**src/rtl/pipelined_cpa_if.sv**
```systemverilog
// Valid/ready operand and result channels of the pipelined carry-propagate adder.
// Master drives operands and consumes results; slave is the adder.
interface pipelined_cpa_if #(
  parameter int WIDTH = 13
);
  logic             in_valid;
  logic             in_ready;
  logic [WIDTH-1:0] in_a;
  logic [WIDTH-1:0] in_b;
  logic             in_sub;
  logic             out_valid;
  logic             out_ready;
  logic [WIDTH-1:0] out_sum;
  logic             out_cout;
  logic             out_overflow;

  modport master (
    output in_valid, in_a, in_b, in_sub, out_ready,
    input  in_ready, out_valid, out_sum, out_cout, out_overflow
  );

  modport slave (
    input  in_valid, in_a, in_b, in_sub, out_ready,
    output in_ready, out_valid, out_sum, out_cout, out_overflow
  );
endinterface

```
**src/rtl/pipelined_cpa.sv**
```systemverilog
// Pipelined carry-propagate adder/subtractor, one carry segment per stage.
// Define CPA_SATURATE_EN to clamp out_sum to max/min signed on overflow.
module pipelined_cpa #(
  parameter int WIDTH  = 13,
  parameter int STAGES = 4
) (
  input logic            clk,
  input logic            rst_n,
  pipelined_cpa_if.slave bus
);

  localparam int SEG  = (WIDTH + STAGES - 1) / STAGES;
  localparam int MSB  = WIDTH - 1;
  localparam int LAST = STAGES - 1;

  typedef struct packed {
    logic [WIDTH-1:0] a;
    logic [WIDTH-1:0] b;
    logic [WIDTH-1:0] s;
    logic             c;
    logic             ov;
  } beat_t;

  beat_t             beat_q [STAGES];
  beat_t             beat_d [STAGES];
  logic [STAGES-1:0] vld_q;
  logic [STAGES-1:0] vld_d;
  logic              adv;

  assign adv          = !vld_q[LAST] || bus.out_ready;
  assign bus.in_ready = adv;

  always_comb begin
    beat_t cur;
    logic  v;
    logic  c;
    logic  cin;
    int    p;
    cur   = '0;
    v     = 1'b0;
    c     = 1'b0;
    cin   = 1'b0;
    p     = 0;
    vld_d  = vld_q;
    beat_d = beat_q;
    if (adv) begin
      for (int k = 0; k < STAGES; k++) begin
        p = (k > 0) ? k - 1 : 0;
        if (k == 0) begin
          v      = bus.in_valid;
          cur.a  = bus.in_a;
          cur.b  = bus.in_b ^ {WIDTH{bus.in_sub}};
          cur.s  = '0;
          cur.c  = bus.in_sub;
          cur.ov = 1'b0;
        end else begin
          v   = vld_q[p];
          cur = beat_q[p];
        end
        c = cur.c;
        // ripple only across this stage's slice; empty stages pass through
        for (int i = 0; i < WIDTH; i++) begin
          if (i >= k * SEG && i < (k + 1) * SEG) begin
            cin      = c;
            cur.s[i] = cur.a[i] ^ cur.b[i] ^ c;
            c        = (cur.a[i] & cur.b[i])
                     | (c & (cur.a[i] ^ cur.b[i]));
            if (i == MSB) cur.ov = cin ^ c;
          end
        end
        cur.c = c;
`ifdef CPA_SATURATE_EN
        if (k == LAST && cur.ov) begin
          cur.s = cur.s[MSB] ? {1'b0, {(WIDTH-1){1'b1}}}
                             : {1'b1, {(WIDTH-1){1'b0}}};
        end
`else
`endif
        vld_d[k]  = v;
        beat_d[k] = cur;
      end
    end
  end

  always_ff @(posedge clk or negedge rst_n) begin
    if (!rst_n) vld_q <= '0;
    else        vld_q <= vld_d;
  end

  // datapath flops carry no reset; outputs are gated by the valid bit
  always_ff @(posedge clk) begin
    beat_q <= beat_d;
  end

  assign bus.out_valid    = vld_q[LAST];
  assign bus.out_sum      = vld_q[LAST] ? beat_q[LAST].s : '0;
  assign bus.out_cout     = vld_q[LAST] & beat_q[LAST].c;
  assign bus.out_overflow = vld_q[LAST] & beat_q[LAST].ov;

endmodule

```
**src/flat_wrapper.sv**
```systemverilog
// flat-port wrapper written by rule: the top's interface ports become plain ports
module pipelined_cpa_flat 
#(
  parameter int WIDTH  = 13,
  parameter int STAGES = 4
)
  (clk, rst_n, bus_in_valid, bus_in_a, bus_in_b, bus_in_sub, bus_out_ready, bus_in_ready, bus_out_valid, bus_out_sum, bus_out_cout, bus_out_overflow);
  pipelined_cpa_if #(.WIDTH(WIDTH)) bus_i ();
  input logic clk;
  input logic rst_n;
  input wire logic [$bits(bus_i.in_valid)-1:0] bus_in_valid;
  input wire logic [$bits(bus_i.in_a)-1:0] bus_in_a;
  input wire logic [$bits(bus_i.in_b)-1:0] bus_in_b;
  input wire logic [$bits(bus_i.in_sub)-1:0] bus_in_sub;
  input wire logic [$bits(bus_i.out_ready)-1:0] bus_out_ready;
  output wire logic [$bits(bus_i.in_ready)-1:0] bus_in_ready;
  output wire logic [$bits(bus_i.out_valid)-1:0] bus_out_valid;
  output wire logic [$bits(bus_i.out_sum)-1:0] bus_out_sum;
  output wire logic [$bits(bus_i.out_cout)-1:0] bus_out_cout;
  output wire logic [$bits(bus_i.out_overflow)-1:0] bus_out_overflow;
  assign bus_i.in_valid = bus_in_valid;
  assign bus_i.in_a = bus_in_a;
  assign bus_i.in_b = bus_in_b;
  assign bus_i.in_sub = bus_in_sub;
  assign bus_i.out_ready = bus_out_ready;
  assign bus_in_ready = bus_i.in_ready;
  assign bus_out_valid = bus_i.out_valid;
  assign bus_out_sum = bus_i.out_sum;
  assign bus_out_cout = bus_i.out_cout;
  assign bus_out_overflow = bus_i.out_overflow;
  pipelined_cpa #(.WIDTH(WIDTH), .STAGES(STAGES)) u_core (.clk(clk), .rst_n(rst_n), .bus(bus_i));
endmodule
```
**config.mk**
```make
export PLATFORM = sky130hd
export DESIGN_NAME = pipelined_cpa_flat
export DESIGN_NICKNAME = d
export VERILOG_FILES = /design/src/rtl/pipelined_cpa_if.sv /design/src/rtl/pipelined_cpa.sv /design/src/flat_wrapper.sv
export SDC_FILE = /design/constraint.sdc
export NUM_CORES = 1
export LEC_CHECK = 0
export CORE_MARGIN = 2
export CORE_UTILIZATION = 40
export DETAILED_ROUTE_END_ITERATION = 8
export PLACE_DENSITY = 0.65
export RECOVER_POWER = 100
export SYNTH_ARGS = -nofsm -noshare
export SYNTH_HDL_FRONTEND = slang
export SYNTH_SLANG_ARGS = --single-unit
```
**constraint.sdc**
```tcl
create_clock -name clk -period 2 [get_ports clk]
set_input_delay 0.2 -clock clk [delete_from_list [all_inputs] [get_ports clk]]
set_output_delay 0.2 -clock clk [all_outputs]
set_load 0.02 [all_outputs]
```
# == Yosys cells after proc, flatten, opt, wreduce, memory -nomap -nowiden ==
# Index checks and enable logic that the tools add are counted.
# op_classes
n_mux,14
bitwise,69
n_reduce_logical,2
# op_table
op,n
41-bit 2-to-1 mux,4
1-bit bitwise AND,28
1-bit bitwise XOR,27
13-bit 2-to-1 mux,1
1-bit bitwise OR,13
13-bit bitwise XOR,1
1-bit 2-to-1 mux,9
1-bit logical NOT,1
1-bit logical OR,1
# totals
regBits,124
in_bits,31
out_inout_bits,17
wordCells,101

# == Depth between registers and ports, before layout ==
# logic_depth
depth_word,15
ltp_mapped,8
mapped_depth_nobuf,8

# == Least setup slack after synthesis ==
# No wires, ideal clock.
# synth_timing
path_type,reg2reg
from,register u_core.beat_q[83] (netlist bit)
to,"register u_core.beat_q[54] (netlist bit), data pin"
setup_ns,0.129
arrival_time_ns,1.982
t_required_ns,1.871
setup_slack_ns,-0.111
path_stages_with_launch,9
n_path_buf,0
synth_period_minus_slack_ns,2.111
cell_sequence,edfxtp_1 > fa_1 > inv_1 > fa_1 > inv_1 > fa_1 > inv_1 > fa_1 > inv_1
# synth_between
elab_chain_cells,11
# synth_lines
element,line_no,rtl
"start, declared",pipelined_cpa.sv:24,beat_t beat_q [STAGES];
"start signal, assigned",pipelined_cpa.sv:92,beat_q <= beat_d;
41-bit 2-to-1 mux,pipelined_cpa.sv:46,if (adv) begin
1-bit bitwise AND,pipelined_cpa.sv:67,| (c & (cur.a[i] ^ cur.b[i]));
1-bit bitwise OR,pipelined_cpa.sv:67,
1-bit 2-to-1 mux,pipelined_cpa.sv:46,
1-bit bitwise AND,pipelined_cpa.sv:67,
1-bit bitwise OR,pipelined_cpa.sv:67,
1-bit 2-to-1 mux,pipelined_cpa.sv:46,
1-bit bitwise AND,pipelined_cpa.sv:67,
1-bit bitwise OR,pipelined_cpa.sv:67,
1-bit 2-to-1 mux,pipelined_cpa.sv:46,
1-bit bitwise XOR,pipelined_cpa.sv:65,cur.s[i] = cur.a[i] ^ cur.b[i] ^ c;
# No other way between the ends. The select of a mux whose other input is x is not followed.
# A chain may end at the register's enable or synchronous reset.

# == Final worst setup path ==
# layout_timing
from,input bus_in_b[1]
to,"register u_core.beat_q[128] (netlist bit), data pin"
# layout_between
elab_chain_cells,10
elab_cells_between_ends,11
classes_between,mux: 3; bitwise: 8
# layout_lines
element,line_no,rtl
"start, declared",flat_wrapper.sv:13,input wire logic [$bits(bus_i.in_b)-1:0] bus_in_b;
13-bit bitwise XOR (*),pipelined_cpa.sv:52,cur.b = bus.in_b ^ {WIDTH{bus.in_sub}};
41-bit 2-to-1 mux (*),pipelined_cpa.sv:46,
1-bit bitwise XOR,pipelined_cpa.sv:67,
1-bit bitwise AND,pipelined_cpa.sv:67,
1-bit bitwise OR (*),pipelined_cpa.sv:67,
1-bit 2-to-1 mux (*),pipelined_cpa.sv:46,
1-bit bitwise AND (*),pipelined_cpa.sv:67,
1-bit bitwise OR (*),pipelined_cpa.sv:67,
1-bit 2-to-1 mux (*),pipelined_cpa.sv:46,
1-bit bitwise XOR (*),pipelined_cpa.sv:65,
# Mark *: on every way between the ends. The rest lies on a longest branch, timed or not. The select of a mux whose other input is x is not followed.

==> impl_results.md <==
- Status: finished with violations
- Failing checks: negative setup slack
- # diodes: 0
- Met3 usage: under 10%
- Peak VDD IR: ~0.47 mV
- Root Buffer: clkbuf_8
- CP cell instances: dlygate4sd3_1 > xnor2_4 > fa_2 > fa_2 > inv_2 > fa_1
- Crit path max-delay family: adder cells
- Top Ports: 48
- Die H: around 90 um
- Worst Skew: 8.51 ps
- Share of layout cells above drive strength 1: approximately 15%
- MaxCap Viol Count: 0
- Setup Slack @ Placement: -459 ps
- P_leak: approximately 1.4 nW
- Wire per inst: 10.7 um
- Vias in the first global route: about 1300
- Crit path kind: input pin to flop
- Final-report setup violation count: 3
- Largest net degree at the start of global routing: just under 60
- First-pass GRT wire length: around 5700 um
- Port Buf Inserts: 47
- WHS: 141 ps
- Initial Util: 40.8%
- Die width: around 90 um
- Synthesis-to-finish area growth: 27.6%
- Buf+Inv Stages, Crit Path: 2
- Synth top area cells: edfxtp_1 (74%), fa_1 (8.2%), inv_1 (3.8%)
- Peak Freq: 482 MHz
- Final Util: a little over half
- Setup TNS: -119 ps
- #FFs+latches synth: 76
- Worst-path clk slew: ~70 ps
- Tightest Pin Transition: approximately 740 ps
- DR vias: ~1300
- Share of the synthesized area in the top cell type: 73.8%
- RSZ-0062 raised after global routing: yes
- Global route overflow: 0
- Total track usage: roughly a tenth
- Pwr Total: between 5 and 6 mW
- RePlAce Congestion: roughly 0.65
- Slew Viols, Final: 0
- Final min period: between 2000 and 2500 ps
- Crit path from: bus_in_b[1]
- Syn Inst Count: ~160
- CP Launch Type: input pin
- H-tree depth: 3
- Max-slew headroom: about 50%
- Placed cell area: about 3600 sq um
- Gr busiest metal: met2
- Clock Path Buffers: 2
- Fin crit share: 104%
- Vias per cell: between 4 and 5
- Core area: 7180 sq um
- Post-route ant nets: 0
- Final hold vios: 0
- Filler cells: approximately 590
- Nets: approximately 260
- CP Max Fanout: 1
- Hold Path Class: input pin to asynchronous set/reset pin
- Post-route cell area: approximately 3700 sq um
- WP data required: ~2100 ps
- Drt drc: 0
- Top cell type by total area after synthesis: edfxtp_1
- Met1 Use GR: between 10% and 20%
- Worst-skew pair later-pin latency: approximately 330 ps
- Routed WL: between 3000 and 4000 um
- Arr. time, crit path: around 2100 ps
- CTS buffer count: 9
- DIE AREA: approximately 8000 sq um
- TritonCTS Sinks: between 70 and 80
- Register area share after synthesis: slightly below 80%
- Placed cells: 303
- Synthesized cell area: between 2000 and 3000 sq um
- Pwr dens: 1350 nW/um^2
- M2 GR Usage: between 10% and 20%
- CTS tree: done
- Reg-to-Reg Start: u_core.beat_q[118]$_DFFE_PP_
- Initial DRC count: 91
- Synth cell types: 13
- Syn_area_per_cell: between 15 and 20 sq um
- Setup crit end kind: flop
- Initial antenna violation count: 0
- Largest stage delay on the critical path: just over 600 ps
- R2R Setup Slk: -40 ps
- Row cnt: 31
- Syn_nets: roughly 200
- DR pass1 iterations: 4
- Hpwl dp: roughly 2400 um
- Final worst slack: -72.7 ps
- Post-Layout Cell Count: around 320
- Worst path most repeated cell: fa_2
- Yosys Warn Count: 0
- Slowest cell on the critical path: dlygate4sd3_1
[cell usage in the layout, fill, tap and decap left out, types with 2 or more instances in the layout]
cell and n:
fa_1 5, mux2_1 2, clkdlybuf4s50_1 34, buf_4 2
dfrtp_1 4, dlygate4sd3_1 12, xor2_1 11, inv_1 25
xnor2_1 2, clkbuf_8 9, fa_2 7, edfxtp_1 72
inv_2 5, and2_1 15
[kinds of logic (layout without fill, tap and decap cells)]
family | after synthesis | count (layout) | synth area share (%)
xor+xnor | 14 | 14 | 4.19
fa+ha+maj | 12 | 12 | 8.20
simple gates | 17 | 17 | 3.93
mux | 4 | 4 | 1.88
flops | 76 | 76 | 77.2
buf+inv | 33 | 95 | 4.57
[worst paths after layout]
check,to,depth (start not counted)
setup / recovery,u_core.beat_q[128]$_DFFE_PP_,6
hold / removal,u_core.vld_q[0]$_DFFE_PN0P_,1
setup reg to reg,u_core.beat_q[54]$_DFFE_PP_,8
hold reg to reg,u_core.beat_q[47]$_DFFE_PP_,0
max in group asynchronous,u_core.vld_q[2]$_DFFE_PN0P_,1
min in group clk,u_core.beat_q[47]$_DFFE_PP_,0
[sequential cells by signal (all words and copies together) (netlist names)]
signal / count
u_core.beat_q: 72
u_core.vld_q: 4
[repair_timing]
action                     in CTS  in global routing
pin swaps                       3                  2
cloned                          0                  0
setup buffers                   0                  0
gates resized for setup         3                  2
setup endpoints to repair       3                 18
hold buffers                    0                  0
[cell usage after synthesis]
library cell   n
edfxtp_1      72
and2_1        15
mux2i_1        1
fa_1          12
nand2b_4       1
buf_6          1
or2b_1         1
xor2_1        11
dfrtp_1        4
mux2_4         3
buf_2          2
xnor2_1        3
inv_1         30
[metal layers]
| metal | up-vias | wire [um] |
|---|---|---|
| met2 | 51 | 1570 |
| li1 | 636 | - |
| met5 | - | 0 |
| met4 | 0 | 15 |
| met3 | 2 | 251 |
| met1 | 590 | 1570 |
[report_power, final]
group | switching, mW | leakage [nW] | internal (mW) | total, mW
clock network | 0.501 | 0.0886 | 0.558 | 1.06
registers | 0.180 | 0.770 | 2.53 | 2.71
logic | 0.677 | 0.575 | 0.614 | 1.29
total | 1.36 | 1.43 | 3.70 | 5.06
[final cells by class]
class	count	area, sq um	share of cell area [%]
well taps	99	124	3.32
multi-input cells	47	562	15.0
flip-flops and latches	76	2260	60.5
repair buffers	51	497	13.3
clock inverters	5	55.1	1.47
clock buffers	9	124	3.32
inverters	30	113	3.01
Power figures use the tool's default switching activity.
